**src/rtl/cla_pipe.sv**
```systemverilog
// Pipelined carry-lookahead adder/subtractor built from 4-bit lookahead groups, valid/ready flow.
// Optional signed-overflow output enabled by defining CLA_PIPE_OVF_EN.
module cla_pipe #(
  parameter int unsigned N      = 8,
  parameter int unsigned STAGES = 2
) (
  input  logic         clk,
  input  logic         rst,
  input  logic         in_valid,
  output logic         in_ready,
  input  logic [N-1:0] a,
  input  logic [N-1:0] b,
  input  logic         c_in,
  input  logic         sub,
  output logic         out_valid,
  input  logic         out_ready,
  output logic [N-1:0] sum,
`ifdef CLA_PIPE_OVF_EN
  output logic         ovf,
`endif
  output logic         c_out
);

  localparam int W   = int'(N / STAGES);
  localparam int GPS = W / 4;

  // Returns {carry out, carry into bit 3, sum[3:0]} of one lookahead group.
  function automatic logic [5:0] cla4(input logic [3:0] x, input logic [3:0] y, input logic ci);
    logic [3:0] g;
    logic [3:0] p;
    logic [4:0] c;
    g    = x & y;
    p    = x ^ y;
    c[0] = ci;
    c[1] = g[0] | (p[0] & ci);
    c[2] = g[1] | (p[1] & g[0]) | (p[1] & p[0] & ci);
    c[3] = g[2] | (p[2] & g[1]) | (p[2] & p[1] & g[0]) | (p[2] & p[1] & p[0] & ci);
    c[4] = g[3] | (p[3] & g[2]) | (p[3] & p[2] & g[1]) | (p[3] & p[2] & p[1] & g[0]) |
           (p[3] & p[2] & p[1] & p[0] & ci);
    return {c[4], c[3], p ^ c[3:0]};
  endfunction

  // Each bank carries the full operand and partial-sum vectors; slices not yet
  // consumed / not yet produced simply ride along.
  logic [N-1:0] a_q     [STAGES];
  logic [N-1:0] a_d     [STAGES];
  logic [N-1:0] b_q     [STAGES];
  logic [N-1:0] b_d     [STAGES];
  logic [N-1:0] sum_q   [STAGES];
  logic [N-1:0] sum_d   [STAGES];
  logic         carry_q [STAGES];
  logic         carry_d [STAGES];
  logic         valid_q [STAGES];
  logic         valid_d [STAGES];

  logic         advance;
  logic [N-1:0] op_a;
  logic [N-1:0] op_b;
  logic [N-1:0] sum_acc;
  logic         carry;
  logic         carry_msb;
  logic         vld;
  logic [5:0]   grp;
  int           prev;
  int           off;

  assign advance   = !valid_q[STAGES-1] || out_ready;
  assign in_ready  = advance || rst;
  assign out_valid = valid_q[STAGES-1];
  assign sum       = sum_q[STAGES-1];
  assign c_out     = carry_q[STAGES-1];

  always_comb begin
    op_a      = '0;
    op_b      = '0;
    sum_acc   = '0;
    carry     = 1'b0;
    carry_msb = 1'b0;
    vld       = 1'b0;
    grp       = '0;
    prev      = 0;
    off       = 0;
    for (int s = 0; s < STAGES; s++) begin
      prev = (s > 0) ? s - 1 : 0;
      if (s == 0) begin
        op_a    = a;
        op_b    = b ^ {N{sub}};
        carry   = c_in ^ sub;
        sum_acc = '0;
        vld     = in_valid;
      end else begin
        op_a    = a_q[prev];
        op_b    = b_q[prev];
        carry   = carry_q[prev];
        sum_acc = sum_q[prev];
        vld     = valid_q[prev];
      end
      for (int g = 0; g < GPS; g++) begin
        off                = s * W + g * 4;
        grp                = cla4(op_a[off +: 4], op_b[off +: 4], carry);
        sum_acc[off +: 4]  = grp[3:0];
        carry_msb          = grp[4];
        carry              = grp[5];
      end
      a_d[s]     = op_a;
      b_d[s]     = op_b;
      sum_d[s]   = sum_acc;
      carry_d[s] = carry;
      valid_d[s] = vld;
    end
  end

  always_ff @(posedge clk) begin
    if (rst) begin
      for (int s = 0; s < STAGES; s++) begin
        a_q[s]     <= '0;
        b_q[s]     <= '0;
        sum_q[s]   <= '0;
        carry_q[s] <= 1'b0;
        valid_q[s] <= 1'b0;
      end
    end else if (advance) begin
      for (int s = 0; s < STAGES; s++) begin
        a_q[s]     <= a_d[s];
        b_q[s]     <= b_d[s];
        sum_q[s]   <= sum_d[s];
        carry_q[s] <= carry_d[s];
        valid_q[s] <= valid_d[s];
      end
    end
  end

`ifdef CLA_PIPE_OVF_EN
  logic ovf_q;
  logic ovf_d;

  // After the loop, carry/carry_msb hold the last stage's MSB carries.
  assign ovf_d = carry_msb ^ carry;
  assign ovf   = ovf_q;

  always_ff @(posedge clk) begin
    if (rst) begin
      ovf_q <= 1'b0;
    end else if (advance) begin
      ovf_q <= ovf_d;
    end
  end

  logic unused_ops;
  assign unused_ops = ^{a_q[STAGES-1], b_q[STAGES-1]};
`else
  logic unused_ops;
  assign unused_ops = ^{a_q[STAGES-1], b_q[STAGES-1], carry_msb};
`endif

endmodule

```
**config.mk**
```make
export PLATFORM = sky130hd
export DESIGN_NAME = cla_pipe
export DESIGN_NICKNAME = d
export VERILOG_FILES = /design/src/rtl/cla_pipe.sv
export SDC_FILE = /design/constraint.sdc
export NUM_CORES = 1
export LEC_CHECK = 0
export BUFFER_PORTS_ARGS = -buffer_cell sky130_fd_sc_hd__buf_2
export CAP_MARGIN = 10
export CORE_ASPECT_RATIO = 0.8
export CORE_MARGIN = 2
export CORE_UTILIZATION = 30
export CTS_CLUSTER_SIZE = 12
export DETAILED_ROUTE_END_ITERATION = 10
export PLACE_DENSITY_LB_ADDON = 0.12
export REMOVE_ABC_BUFFERS = 1
export SYNTH_ARGS = -nofsm -noshare
export SYNTH_HDL_FRONTEND = slang
export SYNTH_SLANG_ARGS = --single-unit
```
**constraint.sdc**
```tcl
create_clock -name clk -period 1.75 [get_ports clk]
set_input_delay 0.0875 -clock clk [delete_from_list [all_inputs] [get_ports clk]]
set_output_delay 0.0875 -clock clk [all_outputs]
set_load 0.005 [all_outputs]
```
After elaboration in Yosys (flattened, before gate mapping)
Memory sizes are Yosys's and may differ from the RTL's.
Cells that the tools add are included.
Widths: inputs -> output; s select.
{"block": "totals", "out_inout_bits": 11, "mem_bits_ro": 0, "latchBits": 0, "input_bits": 22, "elab_cells": 93, "memories": 5, "regBits": 0, "mem_bits_rw": 52}
{"block": "classes", "mux": 15, "n_shift": 0, "n_reduce_logical": 3, "eq_ne": 0, "multipliers": 0, "n_addsub": 0, "bitwise": 70, "div_mod_pow": 0, "order_cmp": 0}
{"name": "a_q", "depth": 2, "width": 8, "read_ports": 1, "rd_clocked_by_memory_dff": 0, "wr": 2, "line_no": "45", "rtl": "logic [N-1:0] a_q [STAGES];"}
{"name": "b_q", "depth": 2, "width": 8, "read_ports": 1, "rd_clocked_by_memory_dff": 0, "wr": 2, "line_no": "47", "rtl": "logic [N-1:0] b_q [STAGES];"}
{"name": "sum_q", "depth": 2, "width": 8, "read_ports": 2, "rd_clocked_by_memory_dff": 0, "wr": 2, "line_no": "49", "rtl": "logic [N-1:0] sum_q [STAGES];"}
{"name": "carry_q", "depth": 2, "width": 1, "read_ports": 2, "rd_clocked_by_memory_dff": 0, "wr": 2, "line_no": "51", "rtl": "logic carry_q [STAGES];"}
{"name": "valid_q", "depth": 2, "width": 1, "read_ports": 2, "rd_clocked_by_memory_dff": 0, "wr": 2, "line_no": "53", "rtl": "logic valid_q [STAGES];"}
{"cell": "$mux 8", "n": 6}
{"cell": "$and 1x1->1", "n": 32}
{"cell": "$or 1x1->1", "n": 30}
{"cell": "$xor 4x4->4", "n": 4}
{"cell": "$mux 1", "n": 9}
{"cell": "$and 4x4->4", "n": 2}
{"cell": "$xor 8x8->8", "n": 1}
{"cell": "$logic_or 1x1->1", "n": 2}
{"cell": "$logic_not 1->1", "n": 1}
{"cell": "$xor 1x1->1", "n": 1}

Longest topological paths before layout
{"block": "depth", "depth_word": 8, "depth_mapped": 7, "ltp_nobuf": 6}

Worst setup path before layout
OpenSTA, ideal clock, no wires.
{"block": "synth_timing", "kind": "register to register", "startpoint": "mem b_q[0][4]", "endpoint": "mem carry_q[1][0], in the netlist carry_q[0][1], data pin", "setup_time_ns": 0.266, "n_path_buf": 0, "arrival_time_ns": 1.273, "path_stages_with_launch": 6, "synth_period_minus_slack_ns": 1.539, "required_ns": 1.484, "setup_slack_ns": 0.211, "cell_sequence": "edfxtp_1 ha_1 a211oi_1 o21bai_1 a21oi_1 nor2_1"}
{"element": "start: declaration", "line_no": "47"}
{"element": "end: declaration", "line_no": "51"}

==> flow_summary.toml <==
[status]
outcome = "completed"

[worst_setup_path]
end_kind = "register"
crit_chain = "ha_1 > a211oi_2 > o21bai_1 > a21oi_1 > nor2_1"
max_stage_delay_ps = 390
arrival_ps = 1580
r2r-end = "carry_q[0][1]$_SDFFCE_PN0P_"
crit_fanout = 2
ff2ff_setup_slack_ps = 180
path_class = "register to register"
crit_required_ps = 1760
timing.rr.start = "b_q[0][4]$_SDFFCE_PN0P_"
cp_slowest_cell = "edfxtp_1"
cp-start-kind = "register"
reg2reg_depth = 5

[sta]
tightest_slew_ps = 392
fin_crit_sh_pct = 90.0
finClkSkew_ps = 1.73
max-slew-margin-rel_pct = 73.9
slew_violations = 0
setup_viol = 0
hold_violations = 0
rsz0062_at_grt = "no"
final.min_clock_period_ps = 1570
setup_tns_ps = 0
hold_ws_ps = 104
fmax_mhz = 635

[floorplanning]
die-width_um = 77.9
dieArea_mm2 = 0.00492
die_h_um = 63.1
num_rows = 21
io_pins = 33
initial_utilization_pct = 31.2
core_mm2 = 0.00420

[clock_tree]
cts_tree = "done"
clock_path_buffers = 2
ctsRootBufferMaster = "clkbuf_8"
htree_levels = 1
cts_setup_buffers = 0
clock_latency_ps = 260
cts.clk_slew.worst_paths_ps = 80
cts.sinks = 24
cts_buffers = 3

[synth]
synth_common_cells = "edfxtp_1 (24), nor2_1 (13), and2_1 (10), ha_1 (10), inv_1 (7)"
yosysTopAreaCellShare_pct = 55.0
netlist_area_mm2 = 0.00131
postSynthCellCount = 103
syn_area_per_cell_um2 = 12.7
synth_enable_flop_cells = 24
yosysMostFrequentCell = "edfxtp_1"
synth_top_area_cell = "edfxtp_1"
synthTopCellsByArea = "edfxtp_1 (55%), ha_1 (9.5%), and2_1 (4.8%)"
yosys_warnings = 0
synth_flop_cell = "edfxtp_1"
async_reset_ff_share_pct = 0
ys_ff_latch = 24
ys_seq_area_share_pct = 55.0
yosys.cell_types.count = 24

[finish]
drive_gt1_share_pct = 30.9
n_antenna_cell = 0
layout.cells.non_filler = 196
areaGrowthSynthToFinish_pct = 21.8
nNetsFinal = 174

[hold_path]
min_to = "a_q[0][6]$_SDFFCE_PN0P_"
hold_start = "a[6]"
hp-class = "primary input to register"
min_path_cells = 2

[placed_design]
portBuffers = 32
dpl.hpwl_um = 1590
dp.cells = 192
routabilityCongestion = 0.830

[global_route]
antenna_found_initial = 0
grt_pass1_vias = 831
grt_max_degree = 26
grtUsageTotal_pct = 9.41
grt-ovfl-total = 0
grt_pass1_wl_um = 3590

[routing]
wire_per_inst_um = 10.5
finalWirelength_um = 2060
antenna_left = 0
vias = 809
vias_per_cell = 4.13
drtIter0Drc = 35
dr.pass1.iters = 3
route.detailed.drc = 0

[power_and_ir_drop]
p_leak_uw = 0.000729
irDropWorstVdd_mv = 0.395
p_per_area_mw_per_mm2 = 831

[job]
max_cap_violations = 0
sequential cells by signal (all words and copies together), names as in the netlist:
register and flops:
sum_q 12, a_q 4, b_q 4, carry_q 2, valid_q 2
through the flow:
step	power, uW	instance area [um2]	setup WS (ps)	utilization, %
2_1_floorplan	921	1290	213	-
3_3_place_gp	1020	1550	142	36.8
3_5_place_dp	1020	1550	134	36.8
4_1_cts	1340	1590	113	37.9
5_1_grt	1410	1600	18.2	38.0
6_report	1330	1600	175	38.0
final cells by class:
type / instances / area [um2]
Clock buffer: 3 / 41.3
Timing Repair Buffer: 35 / 183
Tap cell: 57 / 71.3
Clock inverter: 1 / 3.75
Sequential cell: 24 / 721
Fill cell: 445 / 2610
Multi-Input combinational cell: 69 / 551
Inverter: 7 / 26.3
worst max path at each step:
stage / endpoint / from / cells after the start / slack, ps
finish: carry_q[0][1]$_SDFFCE_PN0P_ / b_q[0][4]$_SDFFCE_PN0P_ / 5 / 180
global route: sum_q[0][15]$_SDFFCE_PN0P_ / a_q[0][5]$_SDFFCE_PN0P_ / 5 / 20
CTS: carry_q[0][1]$_SDFFCE_PN0P_ / b_q[0][4]$_SDFFCE_PN0P_ / 5 / 110
detailed placement: carry_q[0][1]$_SDFFCE_PN0P_ / b_q[0][4]$_SDFFCE_PN0P_ / 5 / 130
global placement: carry_q[0][1]$_SDFFCE_PN0P_ / b_q[0][4]$_SDFFCE_PN0P_ / 5 / 140
floorplan: carry_q[0][1]$_SDFFCE_PN0P_ / b_q[0][4]$_SDFFCE_PN0P_ / 5 / 210
report_power, final:
group          switching (uW)  internal, uW
combinational             138           139
clock                     162           156
sequential               18.6           712
logic make-up after synthesis:
kind of cell / count (synthesis) / share of synthesized area [%]
AND/OR/NAND/NOR: 29 / 10.8
buffers and inverters: 10 / 3.44
multiplexers: 1 / 0.763
flip-flops: 24 / 55.0
AO/OA/AOI/OAI: 14 / 7.35
adder cells (fa/ha/maj): 12 / 12.6
XOR/XNOR: 13 / 10.1
worst max-delay path, delay by kind of cell, from the launching register on:
family | cells | cell delay (ps)
fa+ha+maj | 1 | 340
compound gates | 3 | 540
simple gates | 1 | 50
flops | 1 | 390
per-layer routing:
layer	up-vias	global-route usage, %	wire length [um]
met4	0	1.97	16
met2	26	15.0	903
met1	357	12.5	1010
li1	424	-	-
met5	-	0	0
met3	2	3.30	130
what timing repair did:
action,in CTS,in global routing
hold buffers,0,0
gates resized for setup,0,1
setup endpoints to repair,0,2
endpoints found under the hold margin,0,0
cell usage in the layout, fill, tap and decap left out, drive strengths merged:
cell type	netlist	final
o21ai	4	4
a21oi	4	4
xor2	6	6
xnor2	7	7
ha	10	10
a21o	2	2
mux2i	1	1
clkinv	0	1
and2	10	10
nand2b	1	1
nand3b	1	1
nor3	1	1
clkbuf	2	3
inv	7	7
o21a	1	1
fa	2	2
nand2	3	3
a211oi	2	2
o21bai	1	1
nor2	13	13
edfxtp	24	24
buf	1	35
(Power assumes the default switching activity.)
